### src/rtl/nap_alarm_scheduler.sv
// Drives the external BCD time adder to compute wake time = cur_time + nap_len.
// It re-launches the adder while the sum is unnormalised, wraps at 24 h, then arms and raises the alarm.
//
// state  | meaning
// IDLE   | waiting for start
// LAUNCH | add_en high for one cycle
// WAIT   | waiting for add_complete, timeout running
// CHECK  | decide: saturation, relaunch, pass overflow or wrap
// WRAP   | fold hours >= 24 back into 00..23, load alarm_time
// ARMED  | waiting for cur_time == alarm_time
// ALARM  | alarm raised until ack/cancel
module nap_alarm_scheduler #(
  parameter int MAX_PASSES   = 8,
  parameter int WAIT_TIMEOUT = 32
) (
  input  logic        clock,
  input  logic        reset,
  input  logic [23:0] cur_time,
  input  logic [23:0] nap_len,
  input  logic        start,
  input  logic        cancel,
  input  logic        ack,
  output logic        add_en,
  output logic [23:0] add_o,
  output logic [23:0] add_p,
  input  logic [23:0] add_result,
  input  logic        add_complete,
  input  logic        add_recursive,
  output logic [23:0] alarm_time,
  output logic        armed,
  output logic        alarm,
  output logic        busy,
  output logic        err,
  output logic [3:0]  pass_cnt
);

  localparam int TW = $clog2(WAIT_TIMEOUT);
  localparam logic [TW-1:0] T_LOAD = TW'(WAIT_TIMEOUT - 1);
  localparam logic [3:0]    MAX_P  = 4'(MAX_PASSES);
  localparam logic [23:0]   SAT    = 24'h995959;

  typedef enum logic [2:0] {
    S_IDLE, S_LAUNCH, S_WAIT, S_CHECK, S_WRAP, S_ARMED, S_ALARM
  } state_t;

  state_t         state;
  logic [TW-1:0]  timer;
  logic [23:0]    res;
  logic           rec;
  logic [23:0]    wrapped;

  // BCD subtract of 24 from the hour pair: ones digit -4 with borrow, tens digit -2.
  always_comb begin
    wrapped = res;
    if (res[23:16] >= 8'h24) begin
      if (res[19:16] < 4'd4) begin
        wrapped[19:16] = res[19:16] + 4'd6;
        wrapped[23:20] = res[23:20] - 4'd3;
      end else begin
        wrapped[19:16] = res[19:16] - 4'd4;
        wrapped[23:20] = res[23:20] - 4'd2;
      end
    end
  end

  always_ff @(posedge clock) begin
    if (reset) begin
      state      <= S_IDLE;
      add_en     <= 1'b0;
      add_o      <= '0;
      add_p      <= '0;
      alarm_time <= '0;
      armed      <= 1'b0;
      alarm      <= 1'b0;
      busy       <= 1'b0;
      err        <= 1'b0;
      pass_cnt   <= '0;
      timer      <= '0;
      res        <= '0;
      rec        <= 1'b0;
    end else begin
      add_en <= 1'b0;
      if (cancel && state != S_IDLE) begin
        state <= S_IDLE;
        armed <= 1'b0;
        alarm <= 1'b0;
        busy  <= 1'b0;
      end else begin
        case (state)
          S_IDLE: if (start) begin
            add_o    <= cur_time;
            add_p    <= nap_len;
            pass_cnt <= '0;
            err      <= 1'b0;
            add_en   <= 1'b1;
            busy     <= 1'b1;
            state    <= S_LAUNCH;
          end
          S_LAUNCH: begin
            pass_cnt <= pass_cnt + 4'd1;
            timer    <= T_LOAD;
            state    <= S_WAIT;
          end
          S_WAIT: begin
            if (add_complete) begin
              res   <= add_result;
              rec   <= add_recursive;
              state <= S_CHECK;
            end else if (timer == '0) begin
              err   <= 1'b1;
              busy  <= 1'b0;
              state <= S_IDLE;
            end else begin
              timer <= timer - 1'b1;
            end
          end
          S_CHECK: begin
            if (!rec && res == SAT) begin
              err   <= 1'b1;
              busy  <= 1'b0;
              state <= S_IDLE;
            end else if (rec && pass_cnt < MAX_P) begin
              add_o  <= res;
              add_p  <= '0;
              add_en <= 1'b1;
              state  <= S_LAUNCH;
            end else if (rec) begin
              err   <= 1'b1;
              busy  <= 1'b0;
              state <= S_IDLE;
            end else begin
              state <= S_WRAP;
            end
          end
          S_WRAP: begin
            alarm_time <= wrapped;
            armed      <= 1'b1;
            busy       <= 1'b0;
            state      <= S_ARMED;
          end
          S_ARMED: if (cur_time == alarm_time) begin
            armed <= 1'b0;
            alarm <= 1'b1;
            state <= S_ALARM;
          end
          S_ALARM: if (ack) begin
            alarm <= 1'b0;
            state <= S_IDLE;
          end
          default: state <= S_IDLE;
        endcase
      end
    end
  end

endmodule

### config.mk
export PLATFORM = sky130hd
export DESIGN_NAME = nap_alarm_scheduler
export DESIGN_NICKNAME = d
export VERILOG_FILES = /design/src/rtl/nap_alarm_scheduler.sv
export SDC_FILE = /design/constraint.sdc
export NUM_CORES = 1
export LEC_CHECK = 0
export CELL_PAD_IN_SITES_DETAIL_PLACEMENT = 1
export CELL_PAD_IN_SITES_GLOBAL_PLACEMENT = 1
export CORE_MARGIN = 4
export CORE_UTILIZATION = 31
export DETAILED_ROUTE_END_ITERATION = 8
export GPL_ROUTABILITY_DRIVEN = 0
export GPL_TIMING_DRIVEN = 0
export PLACE_DENSITY_LB_ADDON = 0.1
export SKIP_LAST_GASP = 1
export SYNTH_ARGS = -nofsm -noshare
export SYNTH_HDL_FRONTEND = slang
export SYNTH_SLANG_ARGS = --single-unit
### constraint.sdc
create_clock -name clock -period 1.8 [get_ports clock]
set_input_delay 0.36 -clock clock [delete_from_list [all_inputs] [get_ports clock]]
set_output_delay 0.36 -clock clock [all_outputs]
set_load 0.02 [all_outputs]
### Word level (Yosys, flattened, before mapping)

Cells that the tools add are included.

| word-level totals | value |
|---|---|
| register bits after elaboration | 114 |
| input port bits | 79 |
| output and inout port bits | 81 |
| logic and storage cells | 114 |

| cells by class | value |
|---|---|
| $add $sub $neg | 6 |
| magnitude comparators | 3 |
| equality and inequality tests | 19 |
| multiplexer cells | 47 |
| bitwise operators | 1 |
| reduce and logical (&&, ||, !) cells | 25 |

Operators by type and width:

| cell | number |
|---|---|
| two-way mux 24 bit | 6 |
| case mux 24 bit (2 select lines) | 2 |
| == test 24 bit | 1 |
| == test 24 bit, second input constant | 1 |
| two-way mux 3 bit | 8 |
| case mux 3 bit (7 select lines) | 1 |
| two-way mux 1 bit | 18 |
| two-way mux 8 bit | 2 |
| != test 2 bit, second input constant | 8 |
| two-way mux 5 bit | 2 |
| case mux 5 bit (2 select lines) | 1 |
| nonzero test 2 bit | 5 |
| == test 3 bit, second input constant | 3 |
| != test 3 bit, second input constant | 3 |
| AND reduction 3 bit | 3 |
| greater-or-equal comparator 8 x 6 -> 1 bit, second input constant | 1 |
| case mux 4 bit (2 select lines) | 1 |
| AND reduction 4 bit | 2 |
| subtractor 4 x 2 -> 4 bit, second input constant | 2 |
| AND reduction 7 bit | 1 |
| == test 3 x 2 -> 1 bit, second input constant | 2 |
| case mux 1 bit (2 select lines) | 3 |
| AND reduction 6 bit | 1 |
| nonzero test 3 bit | 2 |
| 19 further kinds | 22 |

### Depth between registers and ports, before layout

| depth | value |
|---|---|
| depth in word-level cells | 5 |
| mapped depth | 8 |
| gate-level depth less buffers | 7 |

### Least setup slack after synthesis

No wires, ideal clock.

| timing | value |
|---|---|
| kind | register -> register |
| start | reg res[19] |
| end | reg alarm_time[21] |
| setup time | 148 ps |
| data arrival time | 1,681 ps |
| data required time | 1,652 ps |
| setup slack | -29 ps |
| cell stages (with the launch flop) | 8 |
| path buffers | 0 |
| clock period less this slack | 1,829 ps |
| cell sequence | dfxtp_1 > inv_1 > ha_1 > or3b_2 > a21boi_0 > or4_2 > a21oi_1 > a211oi_1 |

| on the way | value |
|---|---|
| longest elaborated chain between the ends | 3 |
| elaborated cells on any way between the ends | 4 |
| classes of those cells | 2 x order compare; 2 x mux |

RTL lines:

| item | RTL line | RTL |
|---|---|---|
| start, declared | 48 | `logic [23:0] res;` |
| start signal, assigned | 106 | `res <= add_result;` |
| less-than comparator 4 x 3 -> 1 bit | 56 | `if (res[19:16] < 4'd4) begin` |
| two-way mux 8 bit | 56 |  |
| two-way mux 8 bit * | 55 | `if (res[23:16] >= 8'h24) begin` |
| end signal, assigned | 136 | `alarm_time <= wrapped;` |
| end, declared | 29 | `output logic [23:0] alarm_time,` |

Mark *: on every way between the ends. The rest lies on a longest branch, timed or not.
A chain may end at the register's enable or synchronous reset.

### Worst setup path in the final report

Ends and elaborated chain as after synthesis.

==> flow_summary.toml <==
[outcome]
status = "complete, but fails checks"
violations = "negative setup slack"

[sta]
relSlewSlack = 0.497
fin_setup_tns_ps = -122
tightest_slew_ps = 754
rsz0062_at_grt = "true"
fmax_mhz = 545
post-route-period-util = 1.02
hold_viol = 0
final.setup_skew_ps = 7.45
finalCriticalPeriod_ps = 1830
holdWs_ps = 451
layout_setup_ws_ps = -34.2
setup_viol = 4
slew_violations = 0

[final_layout]
final_design_area_no_fill_um2 = 8080
n_antenna_cell = 0
utilization = 0.484
nets = 906
area_delta_synth_final_pct = 51.7
layout-drive-gt1-share = 0.158

[logic_synthesis]
syn_nets = 726
ys.warnings.count = 0
synth_area_leaders = "dfxtp_1 43%, nand2_1 8.5%, a21oi_1 8.2%"
synth_seq_area_share = 0.428
ys_top_cells_by_count = "120 x nand2_1, 114 x dfxtp_1, 87 x a21oi_1"
yosys_register_bits = 114
syn_area_per_cell_um2 = 8.39
yosysMostFrequentCell = "nand2_1"
netlist.area_leader.share = 0.428
ys.flop_type = "dfxtp_1"
async_flop_share = 0
synth_edf_count = 0
synth.distinct_cells = 51
synth_area_leader_cell = "dfxtp_1"
synth_area_um2 = 5330
postSynthCellCount = 635

[worst_setup_path]
crit_type = "reg2reg"
crit_path_end_kind = "register"
crit_fanout = 5
crit_required_ps = 2070
start_kind = "register"
crit_chain = "inv_4 -> ha_4 -> or3b_4 -> a21boi_4 -> or4_4 -> a21oi_2 -> a211oi_2"
crit_path_start = "res[19]$_SDFFE_PP0P_"
cp_top_family = "simple AND/OR/NAND/NOR gates"
cp_slowest_stage_delay_ps = 560
worst-path-buf-inv = 1
worstPathArrival_ps = 2100
r2r-start = "res[19]$_SDFFE_PP0P_"
crit_slowest_cell = "or4_4"

[placed_design]
dpl_cell_area_um2 = 7180
portBuffers = 157
dp_hpwl_um = 15300
pre_cts_ws_ps = -594

[clock_tree]
path_clk_slew_ps = 60
htreeDepth = 4
root_buffer = "clkbuf_16"
numClockSinks = 114
max-clock-path-buffers = 2
cts_inserted_buffers = 17
hold_buffers = 0
clock_latency_ps = 420
cts_tree = "built"

[routing]
vias = 5335
wl_per_cell_um = 19.2
dr.pass1.iters = 4
ant_nets = 0
totalWireLength_um = 20100
drt_iter0_markers = 240
route.detailed.drc = 0
vias_per_cell = 5.09

[worst_hold_path]
hold_class = "reg2reg"
hold_path_startpoint = "add_p[12]$_SDFFE_PP0P_"

[die]
die_w_um = 139
initial_core_util = 0.319
core_um2 = 16700
rows = 47
die_h_um = 139
io-pin-count = 160
dieArea_um2 = 19400

[job]
maxCapViolations = 0

[grt]
grt_pass1_vias = 5875
antenna_found_initial = 0
grt_usage = 0.206
grt_max_degree = 17
grt_pass1_wl_um = 31900
overflow = 0

[pwr]
cellLeakagePower_nw = 3.18
vdd_ir_drop_max_v = 0.000751
power_density_nw_per_um2 = 1290
## cells in the final DEF (no fill, tap or decap), types with 4 or more instances in the layout
master           netlist  routed
clkdlybuf4s50_1        0     126
nand2_1              120     120
dfxtp_1              114     107
a21oi_1               87      84
nor2_1                56      55
nand3_1               28      26
a211oi_2              22      25
dlygate4sd2_1          0      23
mux2i_1               20      20
xnor2_1               20      20
clkbuf_16              0      17
clkbuf_1              29      16
o21ai_0               12      12
clkbuf_2               0      10
xor2_1                10      10
ha_1                  12      10
buf_2                  8       8
buf_4                  2       8
dlymetal6s2s_1         0       8
buf_6                  5       7
inv_1                  9       6
nand4_1                6       6
dfxtp_2                0       6
nand2b_1               6       5
a211oi_1               8       5
nor3_1                 4       4
o21a_1                 4       4
clkinv_4               0       4
## final timing paths
check                           endpoint  slack (ps)  cells after the start
max          alarm_time[21]$_SDFFE_PP0P_         -30                      7
min               add_p[12]$_SDFFE_PP0P_         450                      2
max reg2reg  alarm_time[21]$_SDFFE_PP0P_         -30                      7
min reg2reg       add_p[12]$_SDFFE_PP0P_         450                      2
## per-layer routing
metal	wire length, um	vias to the layer above	global-route usage	share of wire
met4	419	0	0.0788	0.021
li1	-	2557	-	-
met1	8680	2591	0.254	0.43
met5	0	-	0	0
met3	1030	24	0.0538	0.051
met2	9970	163	0.347	0.50
## report_power, final
part	switching (mW)	internal, mW
combinational	2.07	1.67
clock	1.25	2.17
sequential	0.324	2.94
total	3.65	6.79
## registers in the layout, indices dropped and copies added (netlist names), 3 cells and up
| name | count |
|---|---|
| add_o | 24 |
| add_p | 24 |
| alarm_time | 24 |
| res | 24 |
| timer | 5 |
| pass_cnt | 4 |
| state | 3 |
## cell type report
cell class | count | area (um2)
inverter | 9 | 36.3
timing repair buffer | 164 | 1630
clock inverter | 13 | 163
tap | 220 | 275
multi-input combinational | 467 | 3010
fill | 1930 | 8620
buffer | 42 | 240
clock buffer | 19 | 433
sequential | 114 | 2290
## kinds of logic after synthesis
family / Yosys count / synth area share
compound gates: 155 / 0.197
xor+xnor: 30 / 0.0493
fa+ha+maj: 12 / 0.0282
buf+inv: 54 / 0.0484
flops: 114 / 0.428
mux: 20 / 0.0376
simple gates: 250 / 0.211
## timing repair
item,4_1_cts,5_1_grt
resized for setup,49,58
endpoints found under the setup margin,126,99
buffers inserted,2,5
pin swaps,3,12
## metrics by stage
stage	cells	power, mW
floorplan	635	5.38
global placement	1012	6.69
detailed placement	1012	6.80
CTS	1045	10.4
global route	1048	11.0
finish	1048	10.4
## worst min-delay path: cells and delay by family (launching register included)
family	cells	cell delay, ps
AND/OR/NAND/NOR	1	50
AO/OA/AOI/OAI	1	50
flip-flops	1	310
(Power assumes the default switching activity.)
